<file path="src/rtl/bus_loader.sv">
// rtl/bus_loader.sv - streams a length-prefixed byte image into 32-bit memory writes while holding the CPU in reset
// Optional trailing XOR checksum byte: define BUS_LOADER_CHECKSUM_EN.
module bus_loader #(
   parameter logic [31:0] BASE_ADDR = 32'h0000_0000,
   parameter int unsigned MAX_WORDS = 1024
) (
   input  logic        clk,
   input  logic        rst,
   input  logic        in_valid,
   input  logic [7:0]  in_data,
   output logic        in_ready,
   output logic [31:0] mem_addr,
   output logic [31:0] mem_wdata,
   output logic        mem_write,
   output logic        bus_oe,
   output logic        cpu_rst,
   output logic        done,
   output logic        err,
   output logic [15:0] word_count
);

`ifdef BUS_LOADER_CHECKSUM_EN
   typedef enum logic [2:0] {S_LEN, S_DATA, S_WRITE, S_CHK, S_DONE} state_t;
`else
   typedef enum logic [2:0] {S_LEN, S_DATA, S_WRITE, S_DONE} state_t;
`endif

   state_t      state_q, state_d;
   logic [1:0]  cnt_q, cnt_d;
   logic [31:0] len_q, len_d;
   logic [31:0] wdata_q, wdata_d;
   logic [31:0] addr_q, addr_d;
   logic [15:0] wcount_q, wcount_d;
   logic        err_q, err_d;
   logic        run_q;
   logic        accept;
   logic [31:0] len_full;
   logic [15:0] wcount_inc;
`ifdef BUS_LOADER_CHECKSUM_EN
   logic [7:0]  csum_q, csum_d;
`endif

   // run_q keeps in_ready low until the first edge after reset is released
   always_ff @(posedge clk or posedge rst) begin
      if (rst) begin
         state_q  <= S_LEN;
         cnt_q    <= 2'd0;
         len_q    <= 32'd0;
         wdata_q  <= 32'd0;
         addr_q   <= BASE_ADDR;
         wcount_q <= 16'd0;
         err_q    <= 1'b0;
         run_q    <= 1'b0;
`ifdef BUS_LOADER_CHECKSUM_EN
         csum_q   <= 8'd0;
`endif
      end else begin
         state_q  <= state_d;
         cnt_q    <= cnt_d;
         len_q    <= len_d;
         wdata_q  <= wdata_d;
         addr_q   <= addr_d;
         wcount_q <= wcount_d;
         err_q    <= err_d;
         run_q    <= 1'b1;
`ifdef BUS_LOADER_CHECKSUM_EN
         csum_q   <= csum_d;
`endif
      end
   end

   always_comb begin
      state_d    = state_q;
      cnt_d      = cnt_q;
      len_d      = len_q;
      wdata_d    = wdata_q;
      addr_d     = addr_q;
      wcount_d   = wcount_q;
      err_d      = err_q;
`ifdef BUS_LOADER_CHECKSUM_EN
      csum_d     = csum_q;
`endif
      in_ready   = 1'b0;
      len_full   = {in_data, len_q[31:8]};
      wcount_inc = wcount_q + 16'd1;

      case (state_q)
         S_LEN, S_DATA: in_ready = run_q;
`ifdef BUS_LOADER_CHECKSUM_EN
         S_CHK:         in_ready = run_q;
`endif
         default:       in_ready = 1'b0;
      endcase
      accept = in_valid && in_ready;

      case (state_q)
         // bytes enter at the top and shift down, so the first byte ends up in [7:0]
         S_LEN: begin
            if (accept) begin
               cnt_d = cnt_q + 2'd1;
               len_d = len_full;
               if (cnt_q == 2'd3) begin
                  if (len_full == 32'd0) begin
                     state_d = S_DONE;
                  end else if (len_full > MAX_WORDS) begin
                     state_d = S_DONE;
                     err_d   = 1'b1;
                  end else begin
                     state_d = S_DATA;
                  end
               end
            end
         end
         S_DATA: begin
            if (accept) begin
               cnt_d   = cnt_q + 2'd1;
               wdata_d = {in_data, wdata_q[31:8]};
`ifdef BUS_LOADER_CHECKSUM_EN
               csum_d  = csum_q ^ in_data;
`endif
               if (cnt_q == 2'd3) begin
                  state_d = S_WRITE;
               end
            end
         end
         S_WRITE: begin
            addr_d   = addr_q + 32'd4;
            wcount_d = wcount_inc;
            if ({16'd0, wcount_inc} == len_q) begin
`ifdef BUS_LOADER_CHECKSUM_EN
               state_d = S_CHK;
`else
               state_d = S_DONE;
`endif
            end else begin
               state_d = S_DATA;
            end
         end
`ifdef BUS_LOADER_CHECKSUM_EN
         S_CHK: begin
            if (accept) begin
               if (in_data != csum_q) begin
                  err_d = 1'b1;
               end
               state_d = S_DONE;
            end
         end
`endif
         default: ;
      endcase
   end

   assign mem_addr   = addr_q;
   assign mem_wdata  = wdata_q;
   assign mem_write  = (state_q == S_WRITE);
   assign bus_oe     = (state_q == S_WRITE);
   assign cpu_rst    = (state_q != S_DONE);
   assign done       = (state_q == S_DONE);
   assign err        = err_q;
   assign word_count = wcount_q;

endmodule
</file>
<file path="config.mk">
export PLATFORM = sky130hd
export DESIGN_NAME = bus_loader
export DESIGN_NICKNAME = d
export VERILOG_FILES = /design/src/rtl/bus_loader.sv
export SDC_FILE = /design/constraint.sdc
export NUM_CORES = 1
export LEC_CHECK = 0
export CAP_MARGIN = 0
export CORE_MARGIN = 2
export CORE_UTILIZATION = 48
export DETAILED_ROUTE_END_ITERATION = 10
export GPL_TIMING_DRIVEN = 0
export PLACE_DENSITY = 0.77
export RECOVER_POWER = 25
export SYNTH_ARGS = -nofsm -noshare
export SYNTH_HDL_FRONTEND = slang
export SYNTH_SLANG_ARGS = --single-unit
</file>
<file path="constraint.sdc">
create_clock -name clk -period 3.2 [get_ports clk]
set_clock_uncertainty 0.05 [all_clocks]
set_input_delay 0.32 -clock clk [delete_from_list [all_inputs] [get_ports clk]]
set_output_delay 0.32 -clock clk [all_outputs]
set_load 0.01 [all_outputs]
</file>
# ---- Yosys cells after proc, flatten, opt, wreduce, memory -nomap -nowiden
# Cells that the tools add are included.
dict set report totals {
  word_cells 42
  ff_bits 119
  inputBits 11
}
dict set report classes {
  mux 9
  addsub 3
  order_cmp 1
  reduce_logical 10
  n_eq_ne 10
  n_bitwise 1
}
# cell n
set op_table {}
lappend op_table {{adder 32 x 3 -> 32 bit (second input constant)} 1}
lappend op_table {{== test 16 x 32 -> 1 bit} 1}
lappend op_table {{> comparator 32 x 11 -> 1 bit (second input constant)} 1}
lappend op_table {{logical NOT 32 bit} 1}
lappend op_table {{adder 16 x 1 -> 16 bit (second input constant)} 1}
lappend op_table {{2-to-1 mux 3 bit} 4}
lappend op_table {{AND reduction 5 bit} 2}
lappend op_table {{case mux 3 bit (3 select lines)} 1}
lappend op_table {{inequality test 2 bit (second input constant)} 4}
lappend op_table {{== test 3 x 2 -> 1 bit (second input constant)} 2}
lappend op_table {{2-to-1 mux 2 bit} 3}
lappend op_table {{AND reduction 2 bit} 3}
lappend op_table {{== test 3 x 1 -> 1 bit (second input constant)} 1}
lappend op_table {{logical NOT 3 bit} 1}
lappend op_table {{inequality test 3 x 2 -> 1 bit (second input constant)} 1}
lappend op_table {{nonzero test 3 bit} 1}
lappend op_table {{adder 2 x 1 -> 2 bit (second input constant)} 1}
lappend op_table {{== test 2 bit (second input constant)} 1}
lappend op_table {{OR reduction 2 bit} 1}
lappend op_table {{logical AND 1 bit} 1}
lappend op_table {{2-to-1 mux 1 bit} 1}
lappend op_table {{NOT 1 bit} 1}

# ---- Depth between registers and ports, before layout
dict set report depth {
  ltp_word 6
  ltp_mapped 9
  ltp_nobuf 8
}

# ---- Worst setup path before layout
# OpenSTA, ideal clock, no wires.
dict set report synth_path {
  path_kind {reg2reg}
  startpoint {register state_q[0]}
  endpoint {register addr_q[27] (netlist: mem_addr[27])}
  path_buffers 1
  path_slack_ps 869
  setup_time_ps 125
  required_ps 3025
  stages_incl_launch_ff 10
  arrival_ps 2156
  period_less_slack_ps 2331
  cell_sequence {dfrtp_1 -> inv_1 -> ha_1 -> buf_2 -> nand3_1 -> nor3_1 -> nand3_1 -> nor3_2 -> nand4_1 -> xnor2_1}
}
dict set report synth_between {
  elab_chain_len 1
}
# element line
set synth_lines {}
lappend synth_lines {{from (decl)} 28} ;# state_t state_q, state_d;
lappend synth_lines {{from (signal assigned)} 58} ;# state_q <= state_d;
lappend synth_lines {{== test 3 x 2 -> 1 bit} n/a}
lappend synth_lines {{net bus_oe} 15} ;# output logic bus_oe,
lappend synth_lines {{to (signal assigned)} 62} ;# addr_q <= addr_d;
lappend synth_lines {{to (decl)} 32} ;# logic [31:0] addr_q, addr_d;
# The timed path passes the listed nets, and every way through them passes these cells.
# A chain may end at the register's enable or synchronous reset.

# ---- Worst setup path after layout
dict set report layout_path {
  startpoint {register state_q[0]}
  endpoint {register addr_q[27] (netlist: mem_addr[27])}
}
dict set report layout_between {
  elab_chain_len 1
}
# element line
set layout_lines {}
lappend layout_lines {{== test 3 x 2 -> 1 bit} 96} ;# case (state_q)
# Every way passes these cells.

==> results.md <==
* Largest family of logic cells by synthesized area: multiplexers
* LEAKAGE at 3.196 nW
* Hold Crit Class: in -> async
* R2r setup slk at 0.37 ns
* Post-Synth XOR/XNOR Area at 9.795%
* Die Area at between 10,000 and 15,000 um^2
* Sw Ratio at 21.01%
* Area grow syn2layout at 33.14%
* Number of hold buffers added after CTS at 0
* Maximum vdd drop at around 0.30 mV
* Post-Synth Adder-Cell Area at 1.866%
* Clk sink count at 116
* Syn. warnings at 0
* RSZ-0062 raised after global routing: no
* Crit path depth at 9
* Max Transition Viols Final at 64
* Post-synthesis register bit count at 116
* Crit path max-delay family: simple AND/OR/NAND/NOR gates
* Die Wd at 109.7 um
* CP max FO at 10
* Largest area contributor in the netlist: dfrtp_1
* Violated checks: capacitance limit, slew limit
* Number of diodes at 0
* Crit Path Category: reg -> reg
* Synth Instances at 449
* Global-route wire length before repair at 19.59 mm
* Synth top area cells: dfrtp_1 54%, mux2_2 14%, xnor2_1 7.8%
* Grt ovf at 0
* Initial drt markers at 151
* Pre-Repair DR Iteration Count at 5
* Cts repair resizes at 0
* WP data required at 3.53 ns
* Synthesized area per cell at 11.95 um^2
* # setup viols final at 0
* Mux cell area share after synthesis at 13.64%
* WL/cell at 16.13 um
* Final Wtd Congestion at about 0.8
* Core Footprint at 10,890 um^2
* Top_reg_cell synth: dfrtp_1
* Port bufs at 94
* Die height at ~110 um
* Worst Setup End Kind: register
* Clock power frac at 56.8%
* Max-cap violations at 2
* Setup_tns at 0 ns
* # DRC at 0
* Worst path slowest cell: nor3_2
* All-Layer GR Usage at 21.00%
* Layout fillers at 849
* Clock latency at the later pin of the worst-skew pair at 0.50 ns
* Gate power share at under 10%
* Root buffer cell: clkbuf_8
* WL final at 11.60 mm
* Hpwl dp at 8.595 mm
* Slowest stage delay, CP at 0.46 ns
* CTS clock-pin slew for the worst setup and hold paths at 0.06 ns
* Power per Cell Area at ~500 nW/um^2
* Compound-Gate Fraction of Synth Area at 4.338%
* Worst Path Buf+Inv at 2
* Initial antenna violation count at 0
* I/O pin count at 97
* H-tree Lvls at 4
* Vias at 3,857
* Sw Pwr at roughly 0.00074 W
* CP Cell Sequence: inv_1, ha_1, buf_2, nand3_1, nor3_1, nand3_1, nor3_2, nand4_1, xnor2_1
* CTS tree: done
* Largest net degree at the start of global routing at 36
* Period utilization at just under 90%
* Slew HR at -18.59%
* Sequential-to-total area share from yosys stat at 54.10%
* Crit path DAT at 3.17 ns
* Simple-gate share of the synthesized area at 13.20%
* Cell row count at 38
* R2R cell count at 9
* Post-synthesis cell area at approximately 5400 um^2
* Final instance area at 7143 um^2
* Fmax at between 0.3 and 0.4 GHz
* Yosys top cell area share at 54.10%
* Initial Utilization at 49.28%
* Sequential power share at about two fifths
* Vias in the first global route at slightly above 4,000
* Setup Fix Bufs, Post-CTS at 0
* FFs w/ async S/R, synth at 100.0%
* Crit path launch type: register
* Vias/cell at 5.364
* Synth cell types at 50
* Post-layout min period at 2.835 ns
* Most used cell, CP: nand3_1
* Pint at 0.002778 W
* Maximum buffer depth of the clock tree at 2
* Ratio of cells with drive above 1 in the final layout at 20.38%
* Status: finished, violations left
* Net count reported at finish at 585
* CTS Buf Count at 17
* Post-synth EDFFs at 0
* Routed Antenna Nets at 0
* Area post-placement at 6549 um^2
* Fin. Hold Viols at 0
* Worst-Margin Slew at 1.779 ns
-- worst paths after layout --
check	to	from
setup / recovery	mem_addr[27]$_DFFE_PP0P_	state_q[0]$_DFFE_PP0P_
hold / removal	run_q$_DFF_PP0_	rst
setup reg to reg	mem_addr[27]$_DFFE_PP0P_	state_q[0]$_DFFE_PP0P_
hold reg to reg	err$_DFFE_PP0P_	err$_DFFE_PP0P_
max in group asynchronous	mem_addr[6]$_DFFE_PP0P_	rst
min in group clk	err$_DFFE_PP0P_	err$_DFFE_PP0P_
-- power by group through the flow --
stage / Clock (W) / Combinational [W] / Sequential (W)
2_1_floorplan: 0 / 0.0000254 / 0.00150
3_3_place_gp: 0 / 0.0000496 / 0.00150
3_5_place_dp: 0 / 0.0000598 / 0.00150
4_1_cts: 0.00203 / 0.0000598 / 0.00147
5_1_grt: 0.00211 / 0.0000601 / 0.00147
6_report: 0.00200 / 0.0000514 / 0.00147
-- kinds of logic after synthesis --
group / after synthesis
AO/OA/AOI/OAI: 32
XOR/XNOR: 60
adder cells (fa/ha/maj): 8
buffers and inverters: 34
flip-flops: 116
multiplexers: 65
other: 2
AND/OR/NAND/NOR: 132
-- routing by layer --
metal  global-route usage (%)  part of all wire (%)
met5                        0                     0
met4                    5.696                  0.84
met3                    7.647                   7.0
met2                    34.74                    50
met1                    26.02                    42
-- stage by stage --
stage	worst slack (ns)	std cells	util [%]	hold WS [ns]	power, W
after global routing	0.1091	719	65.61	0.4066	0.003634
final	0.3651	719	65.61	0.3523	0.003517
after detailed placement	0.3473	687	60.15	0.4195	0.001555
after CTS	0.3466	719	65.93	0.1436	0.003561
after global placement	0.3556	684	59.60	0.4118	0.001545
after floorplan	0.8685	450	-	0.4028	0.001521
-- flip-flops by register name, summed over array words and instances, names as in the netlist --
signal	count
len_q	32
mem_wdata	32
mem_addr	30
word_count	16
cnt_q	2
state_q	2
err	1
run_q	1
-- synth_stat cells (2+ instances only) --
cell      count
o31ai_1       2
conb_1        2
clkbuf_1      4
a31oi_1       4
inv_1        17
o211ai_1      2
ha_1          8
and3_1        3
mux2_2       65
dfrtp_1     116
xnor2_1      48
and4_1        3
buf_4         4
a211oi_1      2
o21ai_0       6
nand2_1      27
nand3b_1      3
a21oi_1       4
buf_2         5
nor2_1       24
nand4_1      17
buf_1         3
xor2_1       12
and2_1        4
nand3_1      21
nor4_1       10
nor3_1       10
-- area by class of cell --
type / instances / area, um^2 / area share, %
Clock inverter: 14 / 201.4 / 2.820
Clock buffer: 18 / 427.9 / 5.991
Sequential cell: 116 / 2903 / 40.64
Multi-Input combinational cell: 300 / 2310 / 32.33
Inverter: 17 / 65.06 / 0.9108
Tap cell: 140 / 175.2 / 2.452
Timing Repair Buffer: 97 / 968.4 / 13.56
Buffer: 17 / 92.59 / 1.296
-- placed cells by master, fill, tap and decap left out, types with 4 or more instances in the layout --
cell type	count
a21oi_1	4
a31oi_1	4
and2_1	4
buf_2	5
buf_4	4
bufinv_16	4
clkbuf_1	6
clkbuf_16	16
clkdlybuf4s50_1	93
clkinv_4	5
dfrtp_1	116
ha_1	8
inv_1	16
mux2_2	65
nand2_1	27
nand3_1	21
nand4_1	17
nor2_1	24
nor3_1	10
nor4_1	10
o21ai_0	6
xnor2_1	48
xor2_1	12
(Power assumes the default switching activity.)
